**src/rtl/uart_pkg.sv**
```systemverilog
// Shared UART definitions: receiver FSM state encoding and default line-rate constants.
package uart_pkg;

    typedef enum logic [2:0] {
        IDLE  = 3'd0,
        START = 3'd1,
        DATA  = 3'd2,
        STOP  = 3'd3,
        BREAK = 3'd4
    } uart_state_e;

    localparam int CLK_FREQ_HZ      = 50_000_000;
    localparam int BAUD             = 115200;
    localparam int CLKS_PER_BIT_DEF = CLK_FREQ_HZ / BAUD;
    localparam int DATA_BITS_DEF    = 8;

endpackage

```
**src/rtl/uart_rx_frame_if.sv**
```systemverilog
// Received-word handshake and status bundle between the RX framer (master) and its consumer (slave).
interface uart_rx_frame_if
    import uart_pkg::*;
#(
    parameter int DATA_BITS = DATA_BITS_DEF
);

    logic [DATA_BITS-1:0] rx_data;
    logic                 rx_valid;
    logic                 rx_ready;
    logic                 frame_err;
    logic                 overrun_err;
    logic                 busy;

    modport master (
        output rx_data, rx_valid, frame_err, overrun_err, busy,
        input  rx_ready
    );

    modport slave (
        input  rx_data, rx_valid, frame_err, overrun_err, busy,
        output rx_ready
    );

endinterface

```
**src/rtl/uart_rx_frame.sv**
```systemverilog
// UART receive framer: recovers start/data/stop frames from the synchronized line and
// presents each word on a valid/ready holding register with framing and overrun flags.
module uart_rx_frame
    import uart_pkg::*;
#(
    parameter int CLKS_PER_BIT = CLKS_PER_BIT_DEF,
    parameter int DATA_BITS    = DATA_BITS_DEF
) (
    input  logic             clk,
    input  logic             rst,
    input  logic             rx_sync,
    uart_rx_frame_if.master  rx_if
);

    localparam int HALF = CLKS_PER_BIT / 2;
    localparam int CW   = $clog2(CLKS_PER_BIT);
    localparam int BW   = (DATA_BITS > 1) ? $clog2(DATA_BITS) : 1;

    localparam logic [CW-1:0] CNT_HALF_END = CW'(HALF - 1);
    localparam logic [CW-1:0] CNT_BIT_END  = CW'(CLKS_PER_BIT - 1);
    localparam logic [BW-1:0] LAST_BIT     = BW'(DATA_BITS - 1);

    uart_state_e          r_state;
    logic [CW-1:0]        r_cnt;
    logic [BW-1:0]        r_bitidx;
    logic [DATA_BITS-1:0] r_shift;
    logic [DATA_BITS-1:0] r_data;
    logic                 r_valid;
    logic                 r_frame_err;
    logic                 r_overrun_err;
    logic                 r_deliver;
    logic                 r_ferr_pend;
    logic                 w_bit_end;

    assign w_bit_end = (r_cnt == CNT_BIT_END);

    always_ff @(posedge clk) begin
        if (rst) begin
            r_state       <= IDLE;
            r_cnt         <= '0;
            r_bitidx      <= '0;
            r_shift       <= '0;
            r_data        <= '0;
            r_valid       <= 1'b0;
            r_frame_err   <= 1'b0;
            r_overrun_err <= 1'b0;
            r_deliver     <= 1'b0;
            r_ferr_pend   <= 1'b0;
        end else begin
            r_deliver     <= 1'b0;
            r_ferr_pend   <= 1'b0;
            r_frame_err   <= r_ferr_pend;
            r_overrun_err <= 1'b0;
            r_cnt         <= r_cnt + 1'b1;

            case (r_state)
                IDLE: begin
                    r_cnt <= '0;
                    if (!rx_sync) begin
                        r_state <= START;
                    end
                end
                START: begin
                    // Mid-start sample: a line already back high was only a glitch.
                    if (r_cnt == CNT_HALF_END) begin
                        r_cnt    <= '0;
                        r_bitidx <= '0;
                        r_state  <= rx_sync ? IDLE : DATA;
                    end
                end
                DATA: begin
                    if (w_bit_end) begin
                        r_shift[r_bitidx] <= rx_sync;
                        r_cnt             <= '0;
                        r_bitidx          <= r_bitidx + 1'b1;
                        if (r_bitidx == LAST_BIT) begin
                            r_state <= STOP;
                        end
                    end
                end
                STOP: begin
                    if (w_bit_end) begin
                        r_cnt <= '0;
                        if (rx_sync) begin
                            r_deliver <= 1'b1;
                            r_state   <= IDLE;
                        end else begin
                            r_ferr_pend <= 1'b1;
                            r_state     <= BREAK;
                        end
                    end
                end
                BREAK: begin
                    // A held-low line must return high before another start is framed.
                    r_cnt <= '0;
                    if (rx_sync) begin
                        r_state <= IDLE;
                    end
                end
                default: begin
                    r_cnt   <= '0;
                    r_state <= IDLE;
                end
            endcase

            // A delivery on an accepting edge is a handover, not an overrun.
            if (r_deliver) begin
                r_data        <= r_shift;
                r_valid       <= 1'b1;
                r_overrun_err <= r_valid && !rx_if.rx_ready;
            end else if (r_valid && rx_if.rx_ready) begin
                r_valid <= 1'b0;
            end
        end
    end

    assign rx_if.rx_data     = r_data;
    assign rx_if.rx_valid    = r_valid;
    assign rx_if.frame_err   = r_frame_err;
    assign rx_if.overrun_err = r_overrun_err;
    assign rx_if.busy        = (r_state != IDLE);

endmodule

```
**src/flat_wrapper.sv**
```systemverilog
// flat-port wrapper written by rule: the top's interface ports become plain ports
module uart_rx_frame_flat import uart_pkg::*;
#(
    parameter int CLKS_PER_BIT = CLKS_PER_BIT_DEF,
    parameter int DATA_BITS    = DATA_BITS_DEF
)
  (clk, rst, rx_sync, rx_if_rx_data, rx_if_rx_valid, rx_if_frame_err, rx_if_overrun_err, rx_if_busy, rx_if_rx_ready);
  uart_rx_frame_if #(.DATA_BITS(DATA_BITS)) rx_if_i ();
  input  logic clk;
  input  logic rst;
  input  logic rx_sync;
  output wire logic [$bits(rx_if_i.rx_data)-1:0] rx_if_rx_data;
  output wire logic [$bits(rx_if_i.rx_valid)-1:0] rx_if_rx_valid;
  output wire logic [$bits(rx_if_i.frame_err)-1:0] rx_if_frame_err;
  output wire logic [$bits(rx_if_i.overrun_err)-1:0] rx_if_overrun_err;
  output wire logic [$bits(rx_if_i.busy)-1:0] rx_if_busy;
  input wire logic [$bits(rx_if_i.rx_ready)-1:0] rx_if_rx_ready;
  assign rx_if_rx_data = rx_if_i.rx_data;
  assign rx_if_rx_valid = rx_if_i.rx_valid;
  assign rx_if_frame_err = rx_if_i.frame_err;
  assign rx_if_overrun_err = rx_if_i.overrun_err;
  assign rx_if_busy = rx_if_i.busy;
  assign rx_if_i.rx_ready = rx_if_rx_ready;
  uart_rx_frame #(.CLKS_PER_BIT(CLKS_PER_BIT), .DATA_BITS(DATA_BITS)) u_core (.clk(clk), .rst(rst), .rx_sync(rx_sync), .rx_if(rx_if_i));
endmodule
```
**config.mk**
```make
export PLATFORM = sky130hd
export DESIGN_NAME = uart_rx_frame_flat
export DESIGN_NICKNAME = d
export VERILOG_FILES = /design/src/rtl/uart_pkg.sv /design/src/rtl/uart_rx_frame_if.sv /design/src/rtl/uart_rx_frame.sv /design/src/flat_wrapper.sv
export SDC_FILE = /design/constraint.sdc
export NUM_CORES = 1
export LEC_CHECK = 0
export ABC_AREA = 1
export BUFFER_PORTS_ARGS = -buffer_cell sky130_fd_sc_hd__buf_2
export CORE_MARGIN = 2
export CORE_UTILIZATION = 40
export DETAILED_ROUTE_END_ITERATION = 10
export PLACE_DENSITY = 0.57
export SLEW_MARGIN = 25
export SYNTH_ARGS = -nofsm -noshare
export SYNTH_HDL_FRONTEND = slang
export SYNTH_SLANG_ARGS = --single-unit
```
**constraint.sdc**
```tcl
create_clock -name clk -period 1.6 [get_ports clk]
set_clock_uncertainty 0.2 [all_clocks]
set_input_delay 0.24 -clock clk [delete_from_list [all_inputs] [get_ports clk]]
set_output_delay 0.24 -clock clk [all_outputs]
set_load 0.02 [all_outputs]
```
### After elaboration in Yosys (flattened, before gate mapping)

Index checks and enable logic that the tools add are counted.
W data, S select, Z words.

* register bits: 36
* bits of input ports: 4
* output and inout port bits: 12
* logic and storage cells: 66

* add/sub/neg operators: 2
* magnitude comparators: 2
* eq/ne operators: 13
* multiplexer cells: 22
* bitwise gates (word level): 3
* reductions and logical operators: 14

Operators by type and width (number)
* $mux W3: 9
* $mux W9: 2
* $pmux W9 S2: 1
* $pmux W3 S5: 1
* $add A9 B1 Y9 const B: 1
* $eq A9 B8 Y1 const B: 1
* $eq A9 B9 Y1 const B: 1
* $bwmux W8: 1
* $ne A2 B1 Y1 const B: 4
* $eq A3 B2 Y1 const B: 2
* $eq A3 B3 Y1 const B: 2
* $pmux W3 S2: 1
* $reduce_and A6 Y1: 1
* $mux W1: 5
* $lt A3 B4 Y1 const B: 1
* $ne A2 B2 Y1 const B: 2
* $reduce_bool A2 Y1: 2
* $reduce_or A2 Y1: 2
* $add A3 B1 Y3 const B: 1
* $demux W1 S3: 1
* $eq A3 B1 Y1 const B: 1
* $ge A3 B1 Y1 const B: 1
* $logic_and A1 B1 Y1: 3
* $logic_not A3 Y1: 1
* other kinds (7): 9

### Longest topological paths before layout

Gate-level depths: netlist of the first run.

* depth after elaboration: 5
* gate-level depth with buffers: 12
* mapped depth without buffers: 12

### Worst setup path before layout of the first run

Ideal clock, no wire load.

* path type: flip-flop to flip-flop
* start: register u_core.r_cnt[0]
* end: register u_core.r_cnt[0]
* setup time: 0.121 ns
* arrival: 1.204 ns
* required time: 1.279 ns
* path slack: 0.075 ns
* cell stages (with the launch flop): 9
* buffers on the path: 0
* clock period less this slack: 1.525 ns
* cells stage by stage: dfxtp_1 ha_1 nand2_1 nor2_1 nand2_1 inv_2 nor2_2 o21ai_4 nor2_1

* longest elaborated chain between the ends: 3
* elaborated cells between the ends (all ways): 6
* those cells by class: 1 x add/sub; 2 x eq/ne; 3 x mux

Ends and longest elaborated chain
* start, declared: line uart_rx_frame.sv:24 `logic [CW-1:0] r_cnt;`
* start signal, assigned: line uart_rx_frame.sv:54 `r_cnt <= r_cnt + 1'b1;`
* $add A9 B1 Y9, or another cell as far along: line uart_rx_frame.sv:54
* $mux W9 (on tied branches): line uart_rx_frame.sv:72, uart_rx_frame.sv:82, uart_rx_frame.sv:65
* $pmux W9 S2 *: line uart_rx_frame.sv:56 `case (r_state)`

Every way passes the cells marked *; elsewhere a longest branch is shown, timed or not.
A chain may end at the register's enable or synchronous reset.

### Worst setup path in the final report of the first run

* start: register u_core.r_cnt[1]
* end: register u_core.r_cnt[1]

The elaborated chain is that of the path after synthesis.

==> results of run 1 <==
-- per-layer routing --
metal	track usage, %	up-vias	wire [um]
li1	-	788	-
met1	21.9	621	1710
met2	24.1	33	1420
met3	5.43	9	143
met4	8.50	0	77
met5	0	-	0
-- worst register-to-register path: stages, from the launching register on --
cell and delay [ns]:
dfxtp_2 0.33, inv_2 0.07, ha_4 0.13, nand2_4 0.05, nor2_4 0.12, nand2_4 0.09
nand2_2 0.11, nand2_4 0.09, o21ai_4 0.22, nor2_1 0.07
-- repair_timing --
item	4_1_cts	5_1_grt
hold endpoints to repair	1	0
resized for setup	10	22
setup endpoints to repair	12	26
hold buffers	1	0
gates cloned	1	0
setup buffers	1	0
pin swaps	5	7
-- state kept, by name, summed over array words and instances, names as in the netlist --
register and flops:
u_core.r_bitidx 3, u_core.r_cnt 9, u_core.r_deliver 1, u_core.r_ferr_pend 1, u_core.r_shift 8, u_core.r_state 3, u_core.rx_if.frame_err 1, u_core.rx_if.overrun_err 1
u_core.rx_if.rx_data 8, u_core.rx_if.rx_valid 1
-- worst min path at each step --
stage | to | slack (ns)
after global routing | u_core.r_bitidx[1] | 0.05
final | u_core.r_ferr_pend | 0.04
after CTS | u_core.r_ferr_pend | 0.03
after global placement | u_core.rx_if.frame_err | 0.19
after detailed placement | u_core.rx_if.frame_err | 0.19
after floorplan | u_core.rx_if.overrun_err | 0.12
-- placed cells by master (no fill, tap or decap), drive strengths merged, types with 2 or more instances in the layout --
cell type  instances
nand2             53
nor2              49
dfxtp             36
inv               34
buf               31
a21oi             12
o21ai             12
nand3              9
clkbuf             6
nor3               6
nand4              5
ha                 5
xor2               3
xnor2              2
clkinv             2
-- cell families after synthesis --
group           synth area share [%]
xor+xnor                        2.68
compound gates                  7.73
buf+inv                         9.65
simple gates                    32.0
fa+ha+maj                       3.83
flops                           44.1
-- power by group --
group | total (mW) | switching, mW | internal [mW] | leakage, nW
Clock | 0.791 | 0.329 | 0.462 | 0.0552
Combinational | 0.554 | 0.362 | 0.192 | 0.657
Sequential | 0.974 | 0.0441 | 0.930 | 0.292
-- final cells by class --
cell class | count | area, sq um | area share [%]
Timing Repair Buffer | 32 | 218 | 10.3
Sequential cell | 36 | 727 | 34.4
Multi-Input combinational cell | 158 | 860 | 40.7
Clock inverter | 2 | 35.0 | 1.66
Tap cell | 50 | 62.6 | 2.96
Clock buffer | 6 | 72.6 | 3.43
Inverter | 35 | 139 | 6.57
-- through the flow --
stage                     area [sq um]  TNS, ns
final                             2110        0
after global routing              2110    -1.18
after CTS                         2040        0
after detailed placement          1870   -0.508
after global placement            1870   -0.147
after floorplan                   1630        0
==> metrics, run 1 <==
CTS tree=yes; share of Yosys cell area claimed by the top area cell type=44.1%; Crit. Startpoint=u_core.r_cnt[1]; worst skew pair latency=0.29 ns; Slew Limit Fails=0; Synth async-reset ratio=0%; Mapped Nets=241; R2R Path Start=u_core.r_cnt[1]; CP startpoint kind=flop; Min Hold Slack=0.0367 ns; core area=0.00397 sq mm; Setup violations, final=0; Max-Cap Viols=0; clock buffer depth=2; largest net degree at the start of global routing=20; critical path's largest stage delay=0.33 ns; ANT nets after route=0; Period Utilization, post-route=99.5%; final hold violation count=0; FILL cells=392; CP cell instances=inv_2, ha_4, nand2_4, nor2_4, nand2_4, nand2_2, nand2_4, o21ai_4, nor2_1; initial core utilization=41.1%; CTS sink count=36; remaining global-route overflow=0; Worst-Margin Slew=0.442 ns; Post-DP HPWL=2260 um; Post-Syn Area=0.00163 sq mm; setup ws final=0.00855 ns; crit path max-delay cell type=dfxtp_2; Period minus WS final=1.59 ns; DR DRC count=0; Largest delay share family, worst path=simple AND/OR/NAND/NOR gates; CP Depth=9; CTS buffer count=5; overall power=2.32 mW; htree depth=2; critical path class=flop to flop; Routed WL=3360 um; Distinct cells, synth=23; layout cells sized above 1=25.7%; Core Util, Final=53.2%; Root Driver=clkbuf_8; critical path's most frequent cell=nand2_4; die height=67.9 um; synthesis-to-finish area growth=29.3%; CP Capture Type=flop; class of the worst hold path=input port to flop; Leak Pwr=1.00 nW; top post-synthesis cells by count=nand2_1, nor2_1, dfxtp_1; Worst slew margin=70.4%; crit path DAT=1.57 ns; die width=67.9 um; Post-synth top flop=dfxtp_1; cell row count=23; IR drop worst, VDD=0.608 mV; first drt pass iteration count=4; die area=0.00461 sq mm; Syn Area/Cell=7.04 sq um; top post-synthesis cells by area=dfxtp_1, nand2_1, nor2_1; ANT cells=0; Hold Crit Depth=2; Syn Inst Count=232; # port buffers=15; register area share after synthesis=44.1%; Yosys reg bits=36; Worst setup endpoint=u_core.r_cnt[1]; hold path start=rx_sync; Vias/cell=4.55; WP data required=1.58 ns; flop2flop setup slack=0.009 ns; status=completed; vias=1451; initial antenna violation count=0; placed cell count=308; vias in the first global route=1289; gpl congestion=0.782; Clock transition at path regs=0.07 ns; worst reg2reg path depth=9; GRT Util Overall=16.6%; power per cell area=1100 mW/mm^2; IO Count=16; post-layout net count=277; Synth area leader=dfxtp_1; drt initial violations=45; RSZ-0062 raised after global routing=yes; Finished Layout Cells=319; FF-to-FF End=u_core.r_cnt[1]; f_max=628 MHz; top-count cell post-synth=nand2_1; first-pass GRT wire length=5710 um; Place WS=-0.0623 ns; EDFF count, synth=0; drt wl/cell=10.5 um; Critical path buffers and inverters=1; peak fanout along the critical path=5; synth warn=0
(Power assumes the default switching activity.)
==> inputs of run 2 (changes only) <==
--- a/config.mk
+++ b/config.mk
@@ -10,6 +10,7 @@
 export CORE_MARGIN = 2
 export CORE_UTILIZATION = 40
 export DETAILED_ROUTE_END_ITERATION = 10
+export GPL_TIMING_DRIVEN = 0
 export PLACE_DENSITY = 0.57
 export SLEW_MARGIN = 25
 export SYNTH_ARGS = -nofsm -noshare
==> constraint.sdc (replaced) <==
create_clock -name clk -period 1.6 [get_ports clk]
set_clock_uncertainty 0.2 [all_clocks]
set_input_delay 0.24 -clock clk [delete_from_list [all_inputs] [get_ports clk]]
set_output_delay 0.24 -clock clk [all_outputs]
set_load 0.01 [all_outputs]
==> run 2 against run 1 <==
The run now ends with negative setup slack left; critical path depth is the same; first-iteration DRC count grew 58%; register-to-register slack lost 0.02 ns; cell count shrank 3.1%; largest power group unchanged.
==> metrics, run 2 (synthesis results as in run 1) <==
status=complete, but fails checks; failing checks=negative setup slack; peak fanout along the critical path=5; CTS sink count=36; Routed WL=3350 um; CP Capture Type=flop; Largest Register=u_core.r_cnt; worst skew pair latency=0.29 ns; final hold violation count=0; Largest delay share family, worst path=simple AND/OR/NAND/NOR gates; Period Utilization, post-route=101%; post-layout net count=267; Leak Pwr=0.907 nW; ANT nets after route=0; IO Count=16; CP cell instances=inv_2, ha_4, nand2_1, nor2_1, nand2_2, nand2_4, nand2_4, o21ai_4, nor2_1; critical path's largest stage delay=0.33 ns; critical path class=flop to flop; vias in the first global route=1229; Hold Crit Depth=2; drt initial violations=71; largest net degree at the start of global routing=11; Finished Layout Cells=309; ANT cells=0; Comb power frac=24.5%; Critical path buffers and inverters=1; R2R Path Start=u_core.r_cnt[1]; hold path start=rst; gpl congestion=0.774; first-pass GRT wire length=5590 um; placed cell count=296; max FFs per register=9; most frequent cells in the layout=nor2_1, nand2_1, dfxtp_1; Post-DP HPWL=2220 um; crit path max-delay cell type=dfxtp_2; die width=67.9 um; worst hold endpoint=u_core.r_bitidx[1]; placed cell area=0.00177 sq mm; # port buffers=14; cell row count=23; synthesis-to-finish area growth=21.4%; Vias/cell=4.64; sw frac=32.3%; Clock transition at path regs=0.07 ns; RSZ-0062 raised after global routing=yes; htree depth=2; GRT Util Overall=16.5%; FF-to-FF End=u_core.r_cnt[2]; initial antenna violation count=0; CTS buffer count=5; class of the worst hold path=input port to flop; CTS tree=yes; drt wl/cell=10.8 um; f_max=621 MHz; Pint=1.46 mW; remaining global-route overflow=0; most common cell after layout, fill and taps aside=nor2_1; power per cell area=1090 mW/mm^2; clock buffer depth=2; clock share of power=30.9%; Slew Limit Fails=0; Min Hold Slack=0.0371 ns; WP data required=1.58 ns; vias=1434; die height=67.9 um; Reg power frac=44.7%; initial core utilization=41.1%; core area=0.00397 sq mm; Period minus WS final=1.61 ns; first drt pass iteration count=5; DR DRC count=0; Root Driver=clkbuf_8; CP startpoint kind=flop; Setup violations, final=4; crit path DAT=1.59 ns; FILL cells=409; flop2flop setup slack=-0.01 ns; Worst slew margin=60.9%; die area=0.00461 sq mm; NetSw=0.700 mW; Setup Total Neg Slack=-0.0246 ns; Worst-Margin Slew=0.582 ns; setup ws final=-0.00960 ns; layout cells sized above 1=20.8%; worst reg2reg path depth=9; Place WS=-0.161 ns; final instance area=0.00198 sq mm; IR drop worst, VDD=0.511 mV; Max-Cap Viols=0
==> run 2: cell count changes in the layout (fill, tap and decap cells not counted), sizes merged <==
cell and delta:
inv -1, bufinv -1, clkbuf +5, buf -13
==> run 2: worst max-delay path by stage <==
stage / startpoint / endpoint / slack [ns] / cells past startpoint
2_1_floorplan: u_core.r_cnt[0] / u_core.r_cnt[0] / 0.08 / 8
3_3_place_gp: u_core.r_cnt[0] / u_core.r_cnt[3] / -0.14 / 8
3_5_place_dp: u_core.r_cnt[0] / u_core.r_cnt[1] / -0.16 / 8
4_1_cts: u_core.r_cnt[0] / u_core.r_cnt[1] / 0.001 / 8
5_1_grt: u_core.r_cnt[1] / u_core.r_cnt[2] / -0.10 / 9
6_report: u_core.r_cnt[1] / u_core.r_cnt[2] / -0.01 / 9
==> run 2: area by class of cell <==
type	count	area, sq um	area share, %
clock buffers	8	90.1	4.54
multi-input cells	158	832	41.9
repair buffers	18	103	5.17
well taps	50	62.6	3.15
plain buffers	4	27.5	1.39
inverters	35	139	7.00
flip-flops and latches	36	731	36.8
==> run 2: metal layers <==
| metal | track usage, % | part of all wire [%] |
|---|---|---|
| met1 | 21.6 | 49 |
| met4 | 6.75 | 1.8 |
| met2 | 25.2 | 45 |
| met3 | 5.10 | 4.1 |
| met5 | 0 | 0 |
==> run 2: what timing repair did <==
item / in CTS / in global routing
gates resized for setup: 11 / 19
pin swaps: 5 / 7
gates cloned: 1 / 0
setup endpoints to repair: 19 / 25
hold endpoints to repair: 1 / 0
hold buffers: 1 / 0
setup buffers: 1 / 2
==> run 2: stage by stage <==
stage	util (%)	total power, mW
after floorplan	-	1.28
after global placement	44.5	1.36
final	50.0	2.16
after detailed placement	44.5	1.36
after CTS	47.9	2.07
after global routing	50.0	2.29
==> run 2: power by group through the flow <==
stage               logic [mW]  registers [mW]  clock network, mW
finish                   0.529           0.966              0.668
global route             0.589           0.971              0.727
CTS                      0.425           0.956              0.691
detailed placement       0.382           0.976                  0
global placement         0.382           0.976                  0
floorplan                0.306           0.970                  0
==> run 2: worst reg2reg max path: stages (launching register included) <==
cell and delay (ns):
dfxtp_2 0.33, inv_2 0.07, ha_4 0.12, nand2_1 0.04, nor2_1 0.12, nand2_2 0.13, nand2_4 0.11, nand2_4 0.08
o21ai_4 0.23, nor2_1 0.06
